<file path="src/rtl/risc_pkg.sv">
// Shared RISC-V front-end types and constants.
package risc_pkg;

  typedef enum logic [1:0] {
    PF_IDLE,
    PF_FETCH,
    PF_DRAIN
  } pf_state_e;

  localparam logic [31:0] RISCV_NOP = 32'h0000_0013;

endpackage

</file>
<file path="src/rtl/fifo_sync.sv">
// Small in-order synchronous queue with flush; read data comes straight from storage.
module fifo_sync #(
  parameter int unsigned WIDTH = 64,
  parameter int unsigned DEPTH = 4
) (
  input  logic                   clk,
  input  logic                   res,
  input  logic                   push,
  input  logic                   pop,
  input  logic                   flush,
  input  logic [WIDTH-1:0]       wdata,
  output logic [WIDTH-1:0]       rdata,
  output logic [$clog2(DEPTH):0] count
);

  localparam int unsigned AW = $clog2(DEPTH);
  localparam int unsigned CW = AW + 1;

  logic [WIDTH-1:0] mem [DEPTH];
  logic [AW-1:0]    wptr;
  logic [AW-1:0]    rptr;
  logic             pop_ok;

  // Popping an empty queue is a no-op.
  assign pop_ok = pop & (count != '0);
  assign rdata  = mem[rptr];

  always_ff @(posedge clk) begin
    if (res) begin
      wptr  <= '0;
      rptr  <= '0;
      count <= '0;
      mem   <= '{default: '0};
    end else if (flush) begin
      wptr  <= '0;
      rptr  <= '0;
      count <= '0;
    end else begin
      if (push) begin
        mem[wptr] <= wdata;
        wptr      <= wptr + AW'(1);
      end
      if (pop_ok) begin
        rptr <= rptr + AW'(1);
      end
      if (push & ~pop_ok) begin
        count <= count + CW'(1);
      end else if (pop_ok & ~push) begin
        count <= count - CW'(1);
      end
    end
  end

endmodule

</file>
<file path="src/rtl/prefetch_buffer.sv">
// Instruction prefetch queue: issues sequential fetches ahead of the core and
// flushes/restarts on redirect, discarding responses to stale requests.
module prefetch_buffer
  import risc_pkg::*;
#(
  parameter int unsigned     XLEN     = 32,
  parameter logic [XLEN-1:0] RESET_PC = '0,
  parameter int unsigned     DEPTH    = 4
) (
  input  logic            clk,
  input  logic            res,
  output logic            imem_req,
  output logic [XLEN-1:0] imem_addr,
  input  logic            imem_gnt,
  input  logic            imem_rvalid,
  input  logic [XLEN-1:0] imem_rdata,
  input  logic            redirect_valid,
  input  logic [XLEN-1:0] redirect_pc,
  output logic            instr_valid,
  input  logic            instr_ready,
  output logic [XLEN-1:0] instr_data,
  output logic [XLEN-1:0] instr_pc
);

  localparam int unsigned     CW         = $clog2(DEPTH) + 1;
  localparam int unsigned     SW         = CW + 1;
  localparam logic [XLEN-1:0] PC_STEP    = XLEN'(4);
  localparam logic [XLEN-1:0] ALIGN_MASK = ~XLEN'(3);

  pf_state_e         state;
  logic [XLEN-1:0]   fetch_pc;
  logic [XLEN-1:0]   resp_pc;
  logic [CW-1:0]     outstanding;
  logic [CW-1:0]     discard;
  logic [CW-1:0]     count;
  logic [CW-1:0]     rsp_dec;
  logic [CW-1:0]     out_after_rsp;
  logic [SW-1:0]     credit_used;
  logic [2*XLEN-1:0] head;
  logic [XLEN-1:0]   target_pc;
  logic              grant;
  logic              push;
  logic              pop;

  // Queue entries plus in-flight requests never exceed DEPTH, so pushes cannot overflow.
  assign credit_used   = {1'b0, count} + {1'b0, outstanding};
  assign imem_req      = (state == PF_FETCH) & ~redirect_valid & (credit_used < SW'(DEPTH));
  assign grant         = imem_req & imem_gnt;
  assign rsp_dec       = CW'(imem_rvalid);
  assign out_after_rsp = outstanding - rsp_dec;
  assign target_pc     = redirect_pc & ALIGN_MASK;

  assign push        = imem_rvalid & ~redirect_valid & (discard == '0);
  assign pop         = instr_valid & instr_ready & ~redirect_valid;
  assign instr_valid = (count != '0);
  assign imem_addr   = fetch_pc;
  assign {instr_pc, instr_data} = head;

  fifo_sync #(
    .WIDTH (2 * XLEN),
    .DEPTH (DEPTH)
  ) u_fifo (
    .clk   (clk),
    .res   (res),
    .push  (push),
    .pop   (pop),
    .flush (redirect_valid),
    .wdata ({resp_pc, imem_rdata}),
    .rdata (head),
    .count (count)
  );

  // State, PCs and credit counters; redirect overrides everything else in its cycle.
  always_ff @(posedge clk) begin
    if (res) begin
      state       <= PF_IDLE;
      fetch_pc    <= RESET_PC;
      resp_pc     <= RESET_PC;
      outstanding <= '0;
      discard     <= '0;
    end else if (redirect_valid) begin
      fetch_pc    <= target_pc;
      resp_pc     <= target_pc;
      outstanding <= out_after_rsp;
      discard     <= out_after_rsp;
      state       <= (out_after_rsp != '0) ? PF_DRAIN : PF_FETCH;
    end else begin
      outstanding <= out_after_rsp + CW'(grant);
      if (grant) begin
        fetch_pc <= fetch_pc + PC_STEP;
      end
      if (imem_rvalid) begin
        if (discard != '0) begin
          discard <= discard - CW'(1);
        end else begin
          resp_pc <= resp_pc + PC_STEP;
        end
      end
      case (state)
        PF_IDLE:  state <= PF_FETCH;
        PF_FETCH: state <= PF_FETCH;
        PF_DRAIN: if (discard <= rsp_dec) state <= PF_FETCH;
        default:  state <= PF_IDLE;
      endcase
    end
  end

endmodule
</file>
<file path="config.mk">
export PLATFORM = sky130hd
export DESIGN_NAME = prefetch_buffer
export DESIGN_NICKNAME = d
export VERILOG_FILES = /design/src/rtl/risc_pkg.sv /design/src/rtl/fifo_sync.sv /design/src/rtl/prefetch_buffer.sv
export SDC_FILE = /design/constraint.sdc
export NUM_CORES = 1
export LEC_CHECK = 0
export BUFFER_PORTS_ARGS = -buffer_cell sky130_fd_sc_hd__buf_2
export CAP_MARGIN = 20
export CELL_PAD_IN_SITES_DETAIL_PLACEMENT = 0
export CELL_PAD_IN_SITES_GLOBAL_PLACEMENT = 1
export CORE_MARGIN = 10
export CORE_UTILIZATION = 40
export CTS_CLUSTER_DIAMETER = 50
export DETAILED_ROUTE_END_ITERATION = 8
export GPL_ROUTABILITY_DRIVEN = 0
export PLACE_DENSITY_LB_ADDON = 0.1
export SLEW_MARGIN = 20
export SYNTH_ARGS = -nofsm -noshare
export SYNTH_HDL_FRONTEND = slang
export SYNTH_SLANG_ARGS = --single-unit
</file>
<file path="constraint.sdc">
create_clock -name clk -period 2.24 [get_ports clk]
set_input_delay 0.224 -clock clk [delete_from_list [all_inputs] [get_ports clk]]
set_output_delay 0.224 -clock clk [all_outputs]
set_load 0.01 [all_outputs]
</file>
==> key figures <==
Run status
  – Status: finished, final reports clean

Route
  – DRT antenna net count: 0
  – Routed len/inst: 18.5 um
  – Iteration-0 DRC Markers: 630
  – Iteration count of the initial detailed-routing pass: 5
  – DRC violation count after routing: 0
  – Vias per cell: approximately 5.2
  – DRT Wirelength: 43,900 um
  – Vias: roughly 12,000

Global route
  – GRT overflow: 0
  – First-pass GRT wire length: approximately 70,000 um
  – Antenna violations before repair: 0
  – Largest net degree at the start of global routing: 81
  – GR Util All Layers: between 10% and 20%
  – Vias in the first global route: 12,400

STA
  – Measured slew at the worst slew-check pin: 0.550 ns
  – Final Max Slew Viols: 0
  – Final Setup Violations: 0
  – Final hold vios: 0
  – Max-slew headroom: 63.3%
  – Max Fclk: 454 MHz
  – Final min period: roughly 2.2 ns
  – Fin Clk Skew: 0.0111 ns
  – Final worst path period share: 98.2%
  – PnR worst setup slack: 0.0395 ns
  – RSZ-0062 raised after global routing: true

Worst setup path
  – Reg2reg end: u_fifo.count[2]
  – Reg2reg setup slack: 0.05 ns
  – CP Capture Type: primary output
  – CP max-delay cell: mux4_2
  – Worst-path cell chain: buf_4 -> buf_12 -> mux4_2 -> buf_2
  – CP startpoint kind: register
  – Crit path buf inv count: 3
  – Worst endpoint required time: between 2 and 2.5 ns
  – Number of cells on the worst reg-to-reg path: 9
  – CP peak stage delay: 0.56 ns
  – CP arrival: 1.98 ns
  – CP Class: register to primary output
  – FF-to-FF Start: u_fifo.count[2]
  – Crit Path Max Fanout: 10
  – Delay-heaviest family, CP: multiplexers

CTS
  – Number of clock sinks: 323
  – Clock buffer depth: 3
  – CTS clock-pin slew for the worst setup and hold paths: 0.06 ns
  – CTS tree: yes
  – H-tree Lvls: 2
  – CTS buffer count: 42
  – Clk_lat worst skew: 0.54 ns
  – Root Driver: clkbuf_16

Cells and area
  – Layout cells sized above 1: between 20% and 30%
  – Ant. Diodes: 0
  – # fillers: 3,421
  – Final nets: roughly 2,000
  – Area delta synth->final: 26.0%

Yosys
  – Post-synth top cells: nand2_1 (554), dfxtp_1 (323), a21oi_1 (276)
  – Mean Syn Cell Area: about 8.4 um^2
  – Ys Warns: 0
  – Post-synth top area cell: dfxtp_1
  – Cell count after synthesis: 1,686
  – Synth top area share: 45.4%
  – Top_reg_cell synth: dfxtp_1
  – Post-synthesis sequential area ratio: 45.4%
  – Synthesized area: 0.0142 mm^2
  – Count leader, synth: nand2_1
  – Cell variety after synth: 66
  – Synth top area cells: dfxtp_1 (45%), nand2_1 (15%), mux4_2 (9.8%)
  – #FFs+latches synth: 323
  – Number of flops mapped to enable cells by yosys: 0
  – Post-synth ARST share: 0%

Floorplanning
  – I/O Pins: between 150 and 200
  – Row cnt: 69
  – Chip height: 209 um
  – Die width: 209 um
  – Die ar.: 0.0435 mm^2
  – Initial core utilization: 40.3%
  – Core area: 0.0353 mm^2

Run
  – Maxcap violations: 0

Place
  – DP Worst Slack: 0.0291 ns
  – Dpl hpwl: 26,600 um
  – PortBufs: roughly 160

Pwr
  – Leakage: between 6 and 7 nW
  – Power per cell area: 778 mW/mm^2
  – Final Power: between 10 and 15 mW
  – Max rail drop VDD: 0.649 mV

Hold path
  – Hold path depth: 3
  – Worst hold path type: input port to register
  – Hold Crit Endpoint: resp_pc[27]
  – Min-Delay Startpoint: redirect_pc[27]
-- cell usage in the layout, fill, tap and decap left out, drive strengths merged, types with 3 or more instances in the layout --
master and count:
o211ai 8, a21oi 276, xnor2 14, mux4 62, a21boi 14, xor2 27, buf 235, mux2i 3
nand3 19, and4 7, dlygate4sd3 52, or3 11, inv 34, clkbuf 62, or2 3, a21o 3
ha 16, nand2 554, clkinvlp 5, conb 4, nand4 26, and3 14, a211oi 16, a31oi 22
clkinv 6, dfxtp 323, nand4b 3, nor2 37, nor3 12, nor4 10, o21ai 10
-- routing by layer --
layer	vias to the layer above	share of wire [%]	global-route usage, %
li1	6161	-	-
met1	5960	46	25.0
met2	248	47	32.1
met3	64	4.3	3.21
met4	0	2.1	4.64
met5	-	0	0
-- kinds of logic after synthesis --
group,count (synthesis),synth area share (%)
multiplexers,66,10.1
AND/OR/NAND/NOR,707,21.4
adder cells (fa/ha/maj),17,1.55
flip-flops,323,45.4
buffers and inverters,169,4.98
AO/OA/AOI/OAI,362,14.0
XOR/XNOR,41,2.52
other,1,0.0264
-- layout make-up --
type / instances / area (um^2) / area share [%]
Clock inverter: 17 / 166 / 0.928
Timing Repair Buffer: 290 / 2240 / 12.5
Sequential cell: 323 / 6470 / 36.1
Clock buffer: 59 / 1230 / 6.85
Tap cell: 461 / 577 / 3.22
Multi-Input combinational cell: 1197 / 7120 / 39.7
Inverter: 30 / 115 / 0.642
-- stage by stage --
| step | std cells | utilization, % | hold WS (ns) | area (um^2) | TNS [ns] |
|---|---|---|---|---|---|
| finish | 2377 | 50.8 | 0.0304 | 17900 | 0 |
| global route | 2377 | 50.8 | 0.0394 | 17900 | -0.123 |
| CTS | 2369 | 50.3 | 0.00403 | 17800 | -0.256 |
| detailed placement | 2237 | 44.7 | 0.443 | 15800 | 0 |
| global placement | 2237 | 44.7 | 0.439 | 15800 | 0 |
| floorplan | 1689 | - | 0.360 | 14200 | 0 |
-- worst reg2reg max path, stage by stage (launching register included) --
cell	delay [ns]
dfxtp_2	0.33
or3_4	0.38
and3_1	0.20
inv_1	0.05
ha_1	0.15
inv_1	0.05
fa_1	0.37
xor2_1	0.16
or3_1	0.31
a21oi_1	0.13
-- where the power goes --
| part | switching [mW] | total, mW | internal, mW |
|---|---|---|---|
| Sequential | 0.135 | 6.03 | 5.89 |
| Clock | 2.61 | 6.69 | 4.08 |
| Combinational | 0.710 | 1.24 | 0.526 |
| Total | 3.46 | 14.0 | 10.5 |
-- what timing repair did --
item / 4_1_cts / 5_1_grt
setup endpoints to repair: 33 / 43
cloned: 1 / 3
pin swaps: 0 / 3
buffers inserted: 3 / 5
gates resized for setup: 5 / 11
hold buffers: 52 / 0
hold endpoints to repair: 154 / 0
-- worst max-delay path by stage --
stage	slack [ns]	from	depth (start not counted)	to
2_1_floorplan	0.005	u_fifo.count[0]	9	u_fifo.count[2]
3_3_place_gp	0.05	u_fifo.count[2]	9	u_fifo.count[2]
3_5_place_dp	0.03	u_fifo.count[2]	9	u_fifo.count[2]
4_1_cts	-0.03	u_fifo.rptr[0]	3	instr_data[29]
5_1_grt	-0.05	u_fifo.count[2]	9	u_fifo.count[2]
6_report	0.04	u_fifo.rptr[0]	4	instr_pc[11]
-- sequential cells by signal, indices dropped and copies added (netlist names) --
name	cells
state	2
u_fifo.wptr	2
u_fifo.count	3
u_fifo.rptr	2
resp_pc	30
imem_addr	30
discard	3
u_fifo.mem	248
outstanding	3
(Power assumes the default switching activity.)
